<file path="src/rtl/fifo_wr_bank_8.sv">
// Write side of an 8-entry single-clock FIFO: storage, write pointer, full/empty
// derivation against the read-side pointer, and a sticky overflow flag.
module fifo_wr_bank_8 #(
    parameter int unsigned bw   = 4,
    parameter int unsigned simd = 1
) (
    input  logic                 clk,
    input  logic                 reset,
    input  logic [simd*bw-1:0]   in,
    input  logic                 wr,
    input  logic [3:0]           rd_ptr,
    output logic [3:0]           wr_ptr,
    output logic [simd*bw-1:0]   q0,
    output logic [simd*bw-1:0]   q1,
    output logic [simd*bw-1:0]   q2,
    output logic [simd*bw-1:0]   q3,
    output logic [simd*bw-1:0]   q4,
    output logic [simd*bw-1:0]   q5,
    output logic [simd*bw-1:0]   q6,
    output logic [simd*bw-1:0]   q7,
    output logic                 o_full,
    output logic                 o_empty,
    output logic                 o_ovf
);

    localparam int unsigned W = simd * bw;

    logic [W-1:0] e_q [8];
    logic [W-1:0] e_d [8];
    logic [3:0]   wr_ptr_q, wr_ptr_d;
    logic         ovf_q, ovf_d;
    logic         full;
    logic         push_ok;

    // Full/empty from pointer comparison; bit 3 distinguishes full from empty.
    always_comb begin
        full    = (wr_ptr_q[2:0] == rd_ptr[2:0]) && (wr_ptr_q[3] != rd_ptr[3]);
        o_full  = full;
        o_empty = (wr_ptr_q == rd_ptr);
        push_ok = wr && !full;
    end

    // Next state: write exactly the addressed entry on an accepted push.
    always_comb begin
        for (int i = 0; i < 8; i++) begin
            e_d[i] = e_q[i];
        end
        wr_ptr_d = wr_ptr_q;
        ovf_d    = ovf_q;
        if (push_ok) begin
            e_d[wr_ptr_q[2:0]] = in;
            wr_ptr_d           = wr_ptr_q + 4'd1;
        end else if (wr) begin
            ovf_d = 1'b1;
        end
    end

    // State registers with synchronous reset that overrides any push.
    always_ff @(posedge clk) begin
        if (reset) begin
            for (int i = 0; i < 8; i++) begin
                e_q[i] <= '0;
            end
            wr_ptr_q <= 4'd0;
            ovf_q    <= 1'b0;
        end else begin
            for (int i = 0; i < 8; i++) begin
                e_q[i] <= e_d[i];
            end
            wr_ptr_q <= wr_ptr_d;
            ovf_q    <= ovf_d;
        end
    end

    // Outputs straight from the registers.
    always_comb begin
        wr_ptr = wr_ptr_q;
        o_ovf  = ovf_q;
        q0     = e_q[0];
        q1     = e_q[1];
        q2     = e_q[2];
        q3     = e_q[3];
        q4     = e_q[4];
        q5     = e_q[5];
        q6     = e_q[6];
        q7     = e_q[7];
    end

endmodule
</file>
<file path="config.mk">
export PLATFORM = sky130hd
export DESIGN_NAME = fifo_wr_bank_8
export DESIGN_NICKNAME = d
export VERILOG_FILES = /design/src/rtl/fifo_wr_bank_8.sv
export SDC_FILE = /design/constraint.sdc
export NUM_CORES = 1
export LEC_CHECK = 0
export BUFFER_PORTS_ARGS = -buffer_cell sky130_fd_sc_hd__buf_2
export CAP_MARGIN = 40
export CORE_ASPECT_RATIO = 0.9
export CORE_MARGIN = 8
export CORE_UTILIZATION = 30
export DETAILED_ROUTE_END_ITERATION = 10
export PLACE_DENSITY = 0.49
export RECOVER_POWER = 25
export SYNTH_ARGS = -nofsm -noshare
export SYNTH_HDL_FRONTEND = slang
export SYNTH_SLANG_ARGS = --single-unit
</file>
<file path="constraint.sdc">
create_clock -name clk -period 1.7 [get_ports clk]
set_input_delay 0.17 -clock clk [delete_from_list [all_inputs] [get_ports clk]]
set_output_delay 0.17 -clock clk [all_outputs]
set_load 0.01 [all_outputs]
</file>
==> flow_summary.json, run 1 <==
{
  "worstPathMaxFanout": 4,
  "yosys_warnings": 0,
  "hp-class": "in -> reg",
  "worst_ir_drop_vdd_mv": 0.3367,
  "start_kind": "flip-flop",
  "finalCritPeriodShare_pct": 105.4,
  "power.switching_uw": 447.5,
  "holdPathEnd": "wr_ptr[1]",
  "nNetsFinal": 231,
  "reg2reg_slack_ns": -0.05,
  "wirelength_um": 4117,
  "ant_nets": 0,
  "p_seq_share_pct": 47.8,
  "worstReg2RegEnd": "e_q[1][8]",
  "start_util_pct": 31.26,
  "p_int_uw": 1431,
  "synth_top_cells_by_count": "37 x dfxtp_1, 33 x nand2b_1, 28 x mux2i_1",
  "path_buf_inv": 3,
  "rsz0062_at_grt": "true",
  "setup_viol": 13,
  "async_flop_share_pct": 0,
  "cp_data_required_time_ns": 1.53,
  "yosysMostFrequentCell": "dfxtp_1",
  "io_pins": 50,
  "worstMarginPinSlew_ns": 0.3973,
  "die_h_um": 86.21,
  "reg2regPathDepth": 5,
  "core_area_um2": 5255,
  "finalInstanceArea_um2": 2185,
  "synth_flop_cell": "dfxtp_1",
  "portBuffers": 49,
  "drv_slew": 0,
  "violations": "setup timing",
  "drt_iter0_markers": 30,
  "fmax_ghz": 0.5581,
  "grt_max_degree": 29,
  "clkSlewWorstSetupHoldPaths_ns": 0.08,
  "wl_per_cell_um": 14.34,
  "antenna_found_initial": 0,
  "path_class": "reg -> out",
  "p_clk_share_pct": 40.8,
  "area_growth_pct": 32.98,
  "cellPowerDensity_nw_per_um2": 859.7,
  "place_congestion": 0.7218,
  "max_slew_margin_pct": 73.52,
  "avgSynthCellArea_um2": 10.14,
  "final_layout_size_suffix_gt1_share_pct": 34.09,
  "route.detailed.drc": 0,
  "setup.worst_path.end_class": "output pin",
  "cp_slowest_cell": "or4_4",
  "root_buffer": "clkbuf_8",
  "outcome": "finished, violations left",
  "period_minus_slack_ns": 1.792,
  "grt_pass1_vias": 1347,
  "r2r_start": "wr_ptr[2]",
  "crit_chain": "xor2_2, or4_4, inv_8, buf_8, buf_6",
  "fin_setup_tns_ns": -0.3756,
  "cts_tree": "done",
  "maxCapViolations": 0,
  "yosysUniqueCellTypes": 28,
  "die_x_um": 94.01,
  "synth_area_um2": 1643,
  "setup_slack_ns": -0.09182,
  "hold_viol_final": 0,
  "synth_fp_nets": 174,
  "vias": 1327,
  "clock_skew_ns": 0.01074,
  "synth_edf_count": 0,
  "ys_seq_area_share_pct": 45.09,
  "leakage_uw": 0.001092,
  "dr.pass1.iters": 4,
  "path_delay_family": "simple AND/OR/NAND/NOR gates",
  "grt.total_usage_pct": 10.44,
  "sw_frac_of_total_pct": 23.83,
  "clock_sinks": 37,
  "hold_depth": 3,
  "h-tree-depth": 2,
  "place_hpwl_um": 2897,
  "grt_overflow_total": 0,
  "clockBufferDepth": 2,
  "synth_cells": 162,
  "slowest_delay_ns": 0.59,
  "crit_arrival_ns": 1.62,
  "die_area_um2": 8104,
  "yosysTopAreaCell": "dfxtp_1",
  "placed_area_um2": 1956,
  "pwr-share-comb_pct": 11.4,
  "std_cell_rows": 25,
  "diodes": 0,
  "final_util_pct": 41.57,
  "synth-seq-cells": 37,
  "hold_path_startpoint": "wr",
  "cts_buffers": 5,
  "worstSkewPairLatency_ns": 0.29,
  "yosysTopAreaCellShare_pct": 45.09,
  "viasPerCell": 4.624,
  "synthTopCellsByArea": "dfxtp_1 45%, mux2i_1 17%, nand2b_1 13%",
  "grt_pass1_wl_um": 6741
}
==> worst register-to-register path, delay by kind of cell, from the launching register on <==
family | cells | cell delay [ns]
buffers and inverters | 1 | 0.16
flip-flops | 1 | 0.34
multiplexers | 1 | 0.22
AND/OR/NAND/NOR | 2 | 0.83
XOR/XNOR | 1 | 0.15
==> metal layers <==
layer  vias up  global-route usage (%)  routed length, um
met5         -                       0                  0
met4         0                   3.885                 56
met3         7                   3.454                251
met2        33                   16.47               1899
met1       623                   12.82               1909
li1        664                       -                  -
==> cell type report <==
class	instances	area, um^2
fill	543	3070
clock buffer	5	68.82
sequential	37	744.5
inverter	2	15.01
tap	67	83.83
multi-input combinational	109	854.6
clock inverter	3	46.29
timing repair buffer	64	371.6
==> kinds of logic after synthesis <==
logic type,count (synthesis),share of synthesized area [%]
adders and majority gates,1,0.7615
xor gates and xnor gates,4,2.133
muxes,28,17.06
AOI/OAI and AO/OA,17,5.178
and+or+nand+nor,59,23.15
DFF,37,45.09
buffers and inverters,16,6.625
==> power groups by stage <==
stage                     combinational (uW)  sequential (uW)  clock (uW)
after floorplan                          105              929           0
after global routing                     235              900         837
after detailed placement                 189              917           0
final                                    214              897         766
after global placement                   190              917           0
after CTS                                211              897         797
==> sequential cells by signal (all words and copies together), names as in the netlist <==
signal,cells
e_q,32
o_ovf,1
wr_ptr,4
==> what timing repair did <==
action | in CTS | in global routing
resized for setup | 11 | 9
hold buffers | 0 | 0
setup buffers | 5 | 2
pin swaps | 6 | 0
hold endpoints to repair | 0 | 0
setup endpoints to repair | 16 | 38
==> through the flow <==
stage	hold slack, ns	power [uW]	instances	worst slack [ns]
final	0.2066	1878	287	-0.09182
after CTS	0.1985	1906	287	-0.1622
after global placement	0.4430	1107	274	-0.04621
after detailed placement	0.4547	1106	274	-0.06943
after floorplan	0.3107	1034	162	0.001765
after global routing	0.2026	1972	287	-0.1361
==> worst max-delay path by stage <==
stage               startpoint          to  cells after the start
floorplan            wr_ptr[0]  e_q[0][10]                      7
finish               wr_ptr[2]      o_full                      5
CTS                  wr_ptr[2]      o_full                      6
global route         wr_ptr[2]      o_full                      5
global placement     wr_ptr[0]  e_q[0][10]                      6
detailed placement   wr_ptr[0]   e_q[0][8]                      6
==> cell usage in the layout, fill, tap and decap left out, drive strengths merged, types with 3 or more instances in the layout <==
cell type | Yosys | layout
nand2b | 33 | 33
a21oi | 5 | 5
clkbuf | 9 | 17
xor2 | 3 | 3
buf | 5 | 52
dfxtp | 37 | 37
o21ai | 12 | 12
nor2b | 5 | 5
mux2i | 28 | 28
or3 | 5 | 5
No activity file was read; power rests on OpenSTA's default activity.
==> run 2: changes to the inputs <==
--- a/config.mk
+++ b/config.mk
@@ -5,13 +5,14 @@
 export SDC_FILE = /design/constraint.sdc
 export NUM_CORES = 1
 export LEC_CHECK = 0
+export ABC_AREA = 1
 export BUFFER_PORTS_ARGS = -buffer_cell sky130_fd_sc_hd__buf_2
 export CAP_MARGIN = 40
 export CORE_ASPECT_RATIO = 0.9
 export CORE_MARGIN = 8
 export CORE_UTILIZATION = 30
 export DETAILED_ROUTE_END_ITERATION = 10
-export PLACE_DENSITY = 0.49
+export PLACE_DENSITY = 0.47
 export RECOVER_POWER = 25
 export SYNTH_ARGS = -nofsm -noshare
 export SYNTH_HDL_FRONTEND = slang
==> run 2 against run 1 <==
  * Hold slack got worse by 0.12 ns
  * Register-to-register slack improved by 0.27 ns
  * Sequential power increased by 2.5%
  * Clock power increased by 4.7%
  * Critical path type unchanged
  * Area after synthesis increased by 28%
  * Flip-flop and latch count unchanged
  * The run now ends clean
  * Utilization decreased by 5.0 points
  * Maximum frequency increased by 13%
  * First-iteration DRC count increased by 73%
==> flow_summary.json, run 2 <==
{
  "synth_edf_count": 0,
  "grt.total_usage_pct": 10.72,
  "leakage_uw": 0.001242,
  "clockBufferDepth": 2,
  "max_slew_margin_pct": 70.53,
  "worstPathMaxFanout": 17,
  "cp_slowest_cell": "dfxtp_1",
  "worstSkewPairLatency_ns": 0.29,
  "antenna_found_initial": 0,
  "clkSlewWorstSetupHoldPaths_ns": 0.07,
  "synth_flop_cell": "dfxtp_1",
  "crit_arrival_ns": 1.42,
  "wirelength_um": 4924,
  "synthTopCellsByArea": "dfxtp_1 35%, inv_1 14%, nand2_1 13%",
  "cts_buffers": 5,
  "root_buffer": "clkbuf_8",
  "grt_max_degree": 26,
  "outcome": "complete, no violations",
  "hold_buffers": 0,
  "cts_tree": "done",
  "synth-seq-cells": 37,
  "path_class": "reg -> out",
  "drv_slew": 0,
  "mostFrequentLayoutCells": "76 x inv_1, 74 x nand2_1, 37 x nor2_1, 37 x dfxtp_1, 32 x nand4_1",
  "placed_area_um2": 2421,
  "wl_per_cell_um": 10.94,
  "n_fill_cell": 751,
  "io_pins": 50,
  "multi_input_area_um2": 948.4,
  "maxCapViolations": 0,
  "route.detailed.drc": 0,
  "yosys_warnings": 0,
  "path_buf_inv": 4,
  "fmax_ghz": 0.6279,
  "portBuffers": 49,
  "grt_pass1_wl_um": 8769,
  "yosysTopAreaCell": "dfxtp_1",
  "ys_seq_area_share_pct": 35.11,
  "cp_data_required_time_ns": 1.53,
  "grt_overflow_total": 0,
  "slowest_delay_ns": 0.34,
  "regArea_um2": 740.7,
  "yosysUniqueCellTypes": 26,
  "synth_top_cells_by_count": "76 x inv_1, 74 x nand2_1, 37 x dfxtp_1, 37 x nor2_1, 32 x nand4_1",
  "viasPerCell": 4.100,
  "worstMarginPinSlew_ns": 0.4396,
  "hold_viol_final": 0,
  "place_hpwl_um": 3715,
  "setup_viol": 0,
  "cellPowerDensity_nw_per_um2": 811.2,
  "grt_pass1_vias": 1885,
  "start_kind": "flip-flop",
  "r2r_start": "wr_ptr[2]",
  "cpMostUsedCell": "nand2_1",
  "rsz0062_at_grt": "false",
  "worst_ir_drop_vdd_mv": 0.3203,
  "largest_register_ffs": 32,
  "yosysTopAreaCellShare_pct": 35.11,
  "place_inst": 441,
  "h-tree-depth": 2,
  "synth_area_um2": 2110,
  "ant_nets": 0,
  "async_flop_share_pct": 0,
  "layout_commonest_cell": "inv_1",
  "yosysMostFrequentCell": "inv_1",
  "area_growth_pct": 20.11,
  "dr.pass1.iters": 4,
  "cp-startpoint": "wr_ptr[3]",
  "path_delay_family": "buffers and inverters",
  "nNetsFinal": 368,
  "die_h_um": 95.55,
  "hp-class": "in -> reg",
  "vias": 1845,
  "core_area_um2": 6930,
  "std_cell_rows": 29,
  "hold_path_startpoint": "reset",
  "avgSynthCellArea_um2": 6.871,
  "period_minus_slack_ns": 1.593,
  "die_x_um": 104.4,
  "final_layout_size_suffix_gt1_share_pct": 18.77,
  "clock_skew_ns": 0.004812,
  "finalCritPeriodShare_pct": 93.68,
  "crit_chain": "inv_1, nand2_1, nand2_1, nand4_4, buf_8, inv_2, buf_2",
  "start_util_pct": 30.44,
  "setup.worst_path.end_class": "output pin",
  "fin_setup_tns_ns": 0,
  "place_congestion": 0.7410,
  "synth_fp_nets": 319,
  "largest_register": "e_q",
  "clock_sinks": 37,
  "diodes": 0,
  "synth_cells": 307,
  "finalInstanceArea_um2": 2534,
  "drt_iter0_markers": 52,
  "die_area_um2": 9974,
  "fin_cells": 450
}
[run 2: cells by family after synthesis]
| kind of cell | share of synthesized area, % |
|---|---|
| AND/OR/NAND/NOR | 40.87 |
| buffers and inverters | 19.93 |
| flip-flops | 35.11 |
| AO/OA/AOI/OAI | 1.364 |
| XOR/XNOR | 2.136 |
| adder cells (fa/ha/maj) | 0.5930 |
[run 2: final cells by class]
type | instances | area share [%]
Multi-Input combinational cell | 175 | 37.43
Sequential cell | 37 | 29.23
Timing Repair Buffer | 57 | 12.10
Inverter | 80 | 12.05
Tap cell | 93 | 4.593
Clock buffer | 7 | 3.407
Clock inverter | 1 | 1.185
[run 2: path summary, 6_finish.rpt]
check	endpoint	slack (ns)	cells past startpoint
worst min register to register	o_ovf	0.46	2
worst min-delay path	o_ovf	0.09	2
worst max-delay path	o_full	0.11	7
worst max register to register	e_q[1][11]	0.22	7
[run 2: what timing repair did]
| item | CTS | global route |
|---|---|---|
| buffers inserted | 1 | 0 |
| pin swaps | 1 | 0 |
| setup endpoints to repair | 1 | 5 |
| resized for setup | 2 | 1 |
[run 2: layer usage]
| metal | GRT usage, % | part of all wire (%) |
|---|---|---|
| met1 | 13.54 | 53 |
| met4 | 4.693 | 1.7 |
| met2 | 16.76 | 41 |
| met3 | 3.108 | 4.4 |
| met5 | 0 | 0 |
[run 2: stage by stage]
step / power, uW / util [%] / setup WS [ns] / hold WS (ns)
after floorplan: 1188 / - / 0.3481 / 0.2324
after global routing: 2174 / 36.56 / 0.009791 / 0.09474
after global placement: 1275 / 34.93 / 0.2354 / 0.3924
final: 2055 / 36.56 / 0.1074 / 0.08768
after detailed placement: 1275 / 34.93 / 0.2128 / 0.3980
after CTS: 2091 / 36.83 / 0.09387 / 0.08238
[run 2: power by group]
group	switching, uW	leakage (uW)	internal [uW]
Combinational	216	0.000883	117
Clock	324	0.0000585	479
Sequential	20.0	0.000300	899
